--- src/rtl/score_pair_sequencer_if.sv ---
// Score write / replay bundle between the output layer,
// the pair sequencer and the argmax comparator.
interface score_pair_sequencer_if #(
    parameter int DATA_W = 16
);
    logic              WR_EN;
    logic [DATA_W-1:0] WR_DATA;
    logic              START;
    logic              CLR_COMP;
    logic              EN_OUT;
    logic              TRIG;
    logic [DATA_W-1:0] OUT1;
    logic [DATA_W-1:0] OUT2;
    logic [7:0]        PAIR_IDX;
    logic              FULL;
    logic              BUSY;
    logic              DONE;
    logic              OVF;

    modport master (
        output WR_EN, WR_DATA, START,
        input  CLR_COMP, EN_OUT, TRIG, OUT1, OUT2,
        input  PAIR_IDX, FULL, BUSY, DONE, OVF
    );

    modport slave (
        input  WR_EN, WR_DATA, START,
        output CLR_COMP, EN_OUT, TRIG, OUT1, OUT2,
        output PAIR_IDX, FULL, BUSY, DONE, OVF
    );
endinterface

--- src/rtl/score_pair_sequencer.sv ---
// Buffers one frame of class scores and replays them as pairs to the argmax stage.
// Optional SEQ_GAP_EN inserts an idle cycle between pairs.
module score_pair_sequencer #(
    parameter int N_CLASSES = 10,
    parameter int DATA_W    = 16
) (
    input  logic                 CLKEXT,
    input  logic                 RST_SEQ,
    score_pair_sequencer_if.slave bus
);
    localparam int         AW     = (N_CLASSES > 2) ? $clog2(N_CLASSES) : 1;
    localparam logic [7:0] N8     = 8'(N_CLASSES);
    localparam logic [7:0] LAST_K = 8'(N_CLASSES / 2 - 1);

`ifdef SEQ_GAP_EN
    typedef enum logic [2:0] {
        IDLE, CLR, ISSUE, GAP, DONE_ST
    } state_t;
`else
    typedef enum logic [2:0] {
        IDLE, CLR, ISSUE, DONE_ST
    } state_t;
`endif

    state_t            state;
    logic [DATA_W-1:0] buf_q [N_CLASSES];
    logic [7:0]        cnt;
    logic [7:0]        k;
    logic              clr_q;
    logic              en_q;
    logic              trig_q;
    logic [DATA_W-1:0] out1_q;
    logic [DATA_W-1:0] out2_q;
    logic [7:0]        idx_q;
    logic              full_q;
    logic              busy_q;
    logic              done_q;
    logic              ovf_q;

    // Pair that will be presented on the next TRIG cycle.
    logic [7:0]    k_sel;
    logic [AW-1:0] lo;
    logic [AW-1:0] hi;

    always_comb begin
        k_sel = 8'd0;
        if (state != CLR) begin
`ifdef SEQ_GAP_EN
            k_sel = k;
`else
            k_sel = k + 8'd1;
`endif
        end
        lo = AW'({k_sel, 1'b0});
        hi = lo + AW'(1);
    end

    always_ff @(posedge CLKEXT or posedge RST_SEQ) begin
        if (RST_SEQ) begin
            state  <= IDLE;
            for (int i = 0; i < N_CLASSES; i++)
                buf_q[i] <= '0;
            cnt    <= '0;
            k      <= '0;
            clr_q  <= 1'b0;
            en_q   <= 1'b0;
            trig_q <= 1'b0;
            out1_q <= '0;
            out2_q <= '0;
            idx_q  <= '0;
            full_q <= 1'b0;
            busy_q <= 1'b0;
            done_q <= 1'b0;
            ovf_q  <= 1'b0;
        end else begin
            unique case (state)
                IDLE: begin
                    // START is judged on the pre-write fill level.
                    if (bus.START && full_q) begin
                        state  <= CLR;
                        clr_q  <= 1'b1;
                        en_q   <= 1'b1;
                        busy_q <= 1'b1;
                    end
                    if (bus.WR_EN) begin
                        if (cnt != N8) begin
                            buf_q[AW'(cnt)] <= bus.WR_DATA;
                            cnt    <= cnt + 8'd1;
                            full_q <= (cnt + 8'd1 == N8);
                        end else begin
                            ovf_q <= 1'b1;
                        end
                    end
                end
                CLR: begin
                    state  <= ISSUE;
                    clr_q  <= 1'b0;
                    k      <= '0;
                    trig_q <= 1'b1;
                    out1_q <= buf_q[lo];
                    out2_q <= buf_q[hi];
                    idx_q  <= '0;
                end
                ISSUE: begin
                    if (k == LAST_K) begin
                        state  <= DONE_ST;
                        trig_q <= 1'b0;
                        done_q <= 1'b1;
                    end else begin
`ifdef SEQ_GAP_EN
                        state  <= GAP;
                        trig_q <= 1'b0;
                        k      <= k + 8'd1;
`else
                        k      <= k + 8'd1;
                        out1_q <= buf_q[lo];
                        out2_q <= buf_q[hi];
                        idx_q  <= k + 8'd1;
`endif
                    end
                end
`ifdef SEQ_GAP_EN
                GAP: begin
                    state  <= ISSUE;
                    trig_q <= 1'b1;
                    out1_q <= buf_q[lo];
                    out2_q <= buf_q[hi];
                    idx_q  <= k;
                end
`endif
                DONE_ST: begin
                    state  <= IDLE;
                    done_q <= 1'b0;
                    en_q   <= 1'b0;
                    busy_q <= 1'b0;
                    cnt    <= '0;
                    full_q <= 1'b0;
                    ovf_q  <= 1'b0;
                end
                default: state <= IDLE;
            endcase
        end
    end

    assign bus.CLR_COMP = clr_q;
    assign bus.EN_OUT   = en_q;
    assign bus.TRIG     = trig_q;
    assign bus.OUT1     = out1_q;
    assign bus.OUT2     = out2_q;
    assign bus.PAIR_IDX = idx_q;
    assign bus.FULL     = full_q;
    assign bus.BUSY     = busy_q;
    assign bus.DONE     = done_q;
    assign bus.OVF      = ovf_q;
endmodule

--- src/flat_wrapper.sv ---
// flat-port wrapper written by rule: the top's interface ports become plain ports
module score_pair_sequencer_flat 
#(
    parameter int N_CLASSES = 10,
    parameter int DATA_W    = 16
)
  (CLKEXT, RST_SEQ, bus_WR_EN, bus_WR_DATA, bus_START, bus_CLR_COMP, bus_EN_OUT, bus_TRIG, bus_OUT1, bus_OUT2, bus_PAIR_IDX, bus_FULL, bus_BUSY, bus_DONE, bus_OVF);
  score_pair_sequencer_if #(.DATA_W(DATA_W)) bus_i ();
  input  logic CLKEXT;
  input  logic RST_SEQ;
  input wire logic [$bits(bus_i.WR_EN)-1:0] bus_WR_EN;
  input wire logic [$bits(bus_i.WR_DATA)-1:0] bus_WR_DATA;
  input wire logic [$bits(bus_i.START)-1:0] bus_START;
  output wire logic [$bits(bus_i.CLR_COMP)-1:0] bus_CLR_COMP;
  output wire logic [$bits(bus_i.EN_OUT)-1:0] bus_EN_OUT;
  output wire logic [$bits(bus_i.TRIG)-1:0] bus_TRIG;
  output wire logic [$bits(bus_i.OUT1)-1:0] bus_OUT1;
  output wire logic [$bits(bus_i.OUT2)-1:0] bus_OUT2;
  output wire logic [$bits(bus_i.PAIR_IDX)-1:0] bus_PAIR_IDX;
  output wire logic [$bits(bus_i.FULL)-1:0] bus_FULL;
  output wire logic [$bits(bus_i.BUSY)-1:0] bus_BUSY;
  output wire logic [$bits(bus_i.DONE)-1:0] bus_DONE;
  output wire logic [$bits(bus_i.OVF)-1:0] bus_OVF;
  assign bus_i.WR_EN = bus_WR_EN;
  assign bus_i.WR_DATA = bus_WR_DATA;
  assign bus_i.START = bus_START;
  assign bus_CLR_COMP = bus_i.CLR_COMP;
  assign bus_EN_OUT = bus_i.EN_OUT;
  assign bus_TRIG = bus_i.TRIG;
  assign bus_OUT1 = bus_i.OUT1;
  assign bus_OUT2 = bus_i.OUT2;
  assign bus_PAIR_IDX = bus_i.PAIR_IDX;
  assign bus_FULL = bus_i.FULL;
  assign bus_BUSY = bus_i.BUSY;
  assign bus_DONE = bus_i.DONE;
  assign bus_OVF = bus_i.OVF;
  score_pair_sequencer #(.N_CLASSES(N_CLASSES), .DATA_W(DATA_W)) u_core (.CLKEXT(CLKEXT), .RST_SEQ(RST_SEQ), .bus(bus_i));
endmodule
--- config.mk ---
export PLATFORM = sky130hd
export DESIGN_NAME = score_pair_sequencer_flat
export DESIGN_NICKNAME = d
export VERILOG_FILES = /design/src/rtl/score_pair_sequencer_if.sv /design/src/rtl/score_pair_sequencer.sv /design/src/flat_wrapper.sv
export SDC_FILE = /design/constraint.sdc
export NUM_CORES = 1
export LEC_CHECK = 0
export ABC_AREA = 0
export CORE_MARGIN = 3
export CORE_UTILIZATION = 45
export CTS_BUF_LIST = sky130_fd_sc_hd__clkbuf_8
export DETAILED_ROUTE_END_ITERATION = 10
export REMOVE_ABC_BUFFERS = 1
export SLEW_MARGIN = 5
export SYNTH_ARGS = -nofsm -noshare
export SYNTH_HDL_FRONTEND = slang
export SYNTH_SLANG_ARGS = --single-unit
export TNS_END_PERCENT = 50
--- constraint.sdc ---
create_clock -name CLKEXT -period 9.8 [get_ports CLKEXT]
set_input_delay 2.45 -clock CLKEXT [delete_from_list [all_inputs] [get_ports CLKEXT]]
set_output_delay 2.45 -clock CLKEXT [all_outputs]
set_load 0.02 [all_outputs]
==> flow_summary_export.csv <==
group,metric,value,unit
outcome,status,"finished clean",
sta,setup_violations,0,
setup_path,crit_path_cell_trace,"clkdlybuf4s50_1, nand2_2, a21oi_2, and3_1, mux2_2",
cells_and_area,fill_cells,1890,
clock_tree,tritoncts,"yes",
setup_path,r2r_slack,6.86,ns
yosys,synth_edf_count,0,
drt,post-route-drc-count,0,
clock_tree,path_clk_slew,0.06,ns
sta,skew,0.0211,ns
setup_path,setup.worst_path.start_class,"input pin",
place,port_buffers,66,
global_routing,grt_usage,0.202,
cells_and_area,fin_nets,911,
setup_path,cpPeakStageDelay,0.97,ns
flow_run,maxCapViolCount,0,
sta,rsz0062_at_grt,"no",
clock_tree,clockBufferDepth,3,
floorplan,die_w,157,um
yosys,syn_inst,836,
power_and_ir_drop,p_leak,0.00526,uW
drt,via_per_inst,5.65,
sta,slew_headroom,0.216,
global_routing,grt_pass1_vias,7156,
sta,fmax,234,MHz
setup_path,critical_path_arrival,4.66,ns
power_and_ir_drop,irDropWorstVdd,220,uV
yosys,async_flop_share,1.00,
setup_path,r2r_cells,7,
global_routing,grt_antenna_before_repair,0,
yosys,ys_seq_elements,216,
yosys,yosys.area.top_type,"dfrtp_1",
worst_hold_path,hold_depth,1,
global_routing,overflow,0,
yosys,yosys-top-cells-area,"dfrtp_1 (53%), mux2_2 (11%), mux2_4 (8.8%)",
worst_hold_path,hold_class,"flop to flop",
clock_tree,cts_hold_buf,0,
drt,dr.pass1.iters,7,
setup_path,crit_buf_inv,1,
setup_path,cp_slowest_cell,"and3_1",
drt,wl_per_cell,20.5,um
sta,fin_crit,4.27,ns
sta,hold_viol_final,0,
sta,period_share,0.436,
setup_path,reg2reg_to,"u_core.bus.OUT1[9]",
setup_path,r2r_start,"u_core.state[1]",
drt,vias,6717,
setup_path,cp-end-kind,"flop",
global_routing,grt_max_degree,142,
power_and_ir_drop,p_per_area,370,nW/um^2
yosys,ys_warn_count,0,
yosys,synth_area,10200,um^2
sta,worst_pin_slew,1.18,ns
yosys,yosysSeqAreaShare,0.529,
yosys,synth_cell_type_count,58,
clock_tree,cts_resized,0,
worst_hold_path,worstHoldEndpoint,"u_core.buf_q[58]",
place,gp_congestion,0.739,
floorplan,ioPinCount,67,
clock_tree,cts_setup_buffers,0,
clock_tree,numCtsBuffers,40,
sta,slew_violations,0,
drt,antenna_left,0,
cells_and_area,drive_gt1_frac,0.277,
clock_tree,clk_latency,0.52,ns
floorplan,die_h,157,um
clock_tree,root_buffer,"clkbuf_8",
cells_and_area,synthToLayoutAreaGrowth,15.4,%
yosys,ys.flop_type,"dfrtp_1",
floorplan,dieArea,24500,um^2
setup_path,crit_fanout,16,
power_and_ir_drop,power,4370,uW
setup_path,crit_type,"input pin to flop",
place,hpwl,13.8,mm
drt,drt_iter0_markers,413,
yosys,avgSynthCellArea,12.2,um^2
floorplan,num_rows,54,
setup_path,crit_family,"simple AND/OR/NAND/NOR gates",
clock_tree,numClockSinks,216,
drt,routed_wl,24.4,mm
floorplan,start_util,0.462,
worst_hold_path,hold_path_startpoint,"u_core.buf_q[58]",
global_routing,grt_first_pass_wirelength,39.2,mm
clock_tree,htreeDepth,2,
sta,tns,0,ns
setup_path,required,10.19,ns
floorplan,core,22100,um^2
cells_and_area,n_antenna_cell,0,
yosys,synth_top_area_share,0.529,
worst reg2reg max path: stages (launching register included):
cell and delay [ns]:
dfrtp_1 0.42, inv_1 0.12, ha_1 0.49, nand2b_2 0.61
buf_4 0.55, a211oi_1 0.13, a311o_1 0.36, a31oi_1 0.18
kinds of logic after synthesis:
family                     share of synthesized area
DFF                                            0.529
xor gates and xnor gates                     0.00686
muxes                                          0.205
adders and majority gates                     0.0135
buffers and inverters                         0.0393
AOI/OAI and AO/OA                              0.103
and+or+nand+nor                                0.104
flip-flops by register name (all words and copies together), names as in the netlist:
signal	count
u_core.buf_q	160
u_core.bus.OUT1	16
u_core.bus.OUT2	16
u_core.bus.PAIR_IDX	8
u_core.cnt	8
u_core.state	2
u_core.bus.BUSY	1
u_core.bus.CLR_COMP	1
u_core.bus.DONE	1
u_core.bus.FULL	1
u_core.bus.OVF	1
u_core.bus.TRIG	1
area by class of cell:
| class | count | area (um^2) | share of cell area |
|---|---|---|---|
| multi-input cells | 539 | 4450 | 0.378 |
| flip-flops and latches | 216 | 5410 | 0.459 |
| clock buffers | 52 | 716 | 0.0607 |
| clock inverters | 19 | 110 | 0.00934 |
| repair buffers | 71 | 698 | 0.0592 |
| well taps | 280 | 350 | 0.0297 |
| inverters | 12 | 52.6 | 0.00446 |
Yosys cell counts, drive strengths merged, types with 3 or more instances:
master / count
inv: 12
mux2: 162
nor2: 40
ha: 11
dfrtp: 216
a211oi: 33
a31oi: 33
a311o: 32
nand2: 115
o21ai: 6
nor3: 3
mux2i: 4
o22ai: 3
nor2b: 35
clkbuf: 20
a22o: 10
xnor2: 5
a21oi: 4
nand3: 8
and3: 4
xor2: 3
buf: 49
routing by layer:
metal  share of wire  up-vias  track usage
met5               0        -            0
met4           0.022        0       0.0621
met3           0.047       41       0.0409
met2            0.48      159        0.331
met1            0.45     3440        0.273
li1                -     3077            -
placed cells by master (no fill, tap or decap), drive strengths merged, types with 6 or more instances in the layout:
master,synthesis,routed
a211oi,33,33
a22o,10,10
a311o,32,32
a31oi,33,33
clkbuf,20,52
clkdlybuf4s50,0,66
clkinv,0,10
dfrtp,216,216
ha,11,11
inv,12,20
mux2,162,162
nand2,115,115
nand3,8,8
nor2,40,40
nor2b,35,35
o21ai,6,6
power by group:
part	switching (uW)	internal [uW]
sequential	255	1310
clock	377	502
combinational	1010	912
metrics by stage:
stage	hold WS, ns	utilization	setup slack, ns	cells	instance area, um^2
after global placement	0.480	0.496	5.01	1118	11000
final	0.498	0.533	5.53	1189	11800
after CTS	0.499	0.533	5.55	1189	11800
after global routing	0.512	0.533	5.32	1189	11800
after detailed placement	0.486	0.496	4.98	1118	11000
after floorplan	0.471	-	1.44	767	9860
how the worst max path moves through the flow:
stage / start / slack (ns) / cells after the start / end
2_1_floorplan: RST_SEQ / 1.44 / 1 / u_core.buf_q[0]
3_3_place_gp: bus_WR_EN / 5.01 / 5 / u_core.buf_q[10]
3_5_place_dp: bus_WR_EN / 4.98 / 5 / u_core.buf_q[15]
4_1_cts: bus_WR_EN / 5.55 / 5 / u_core.buf_q[14]
5_1_grt: RST_SEQ / 5.32 / 3 / u_core.buf_q[43]
6_report: bus_WR_EN / 5.53 / 5 / u_core.buf_q[13]
(Power assumes the default switching activity.)
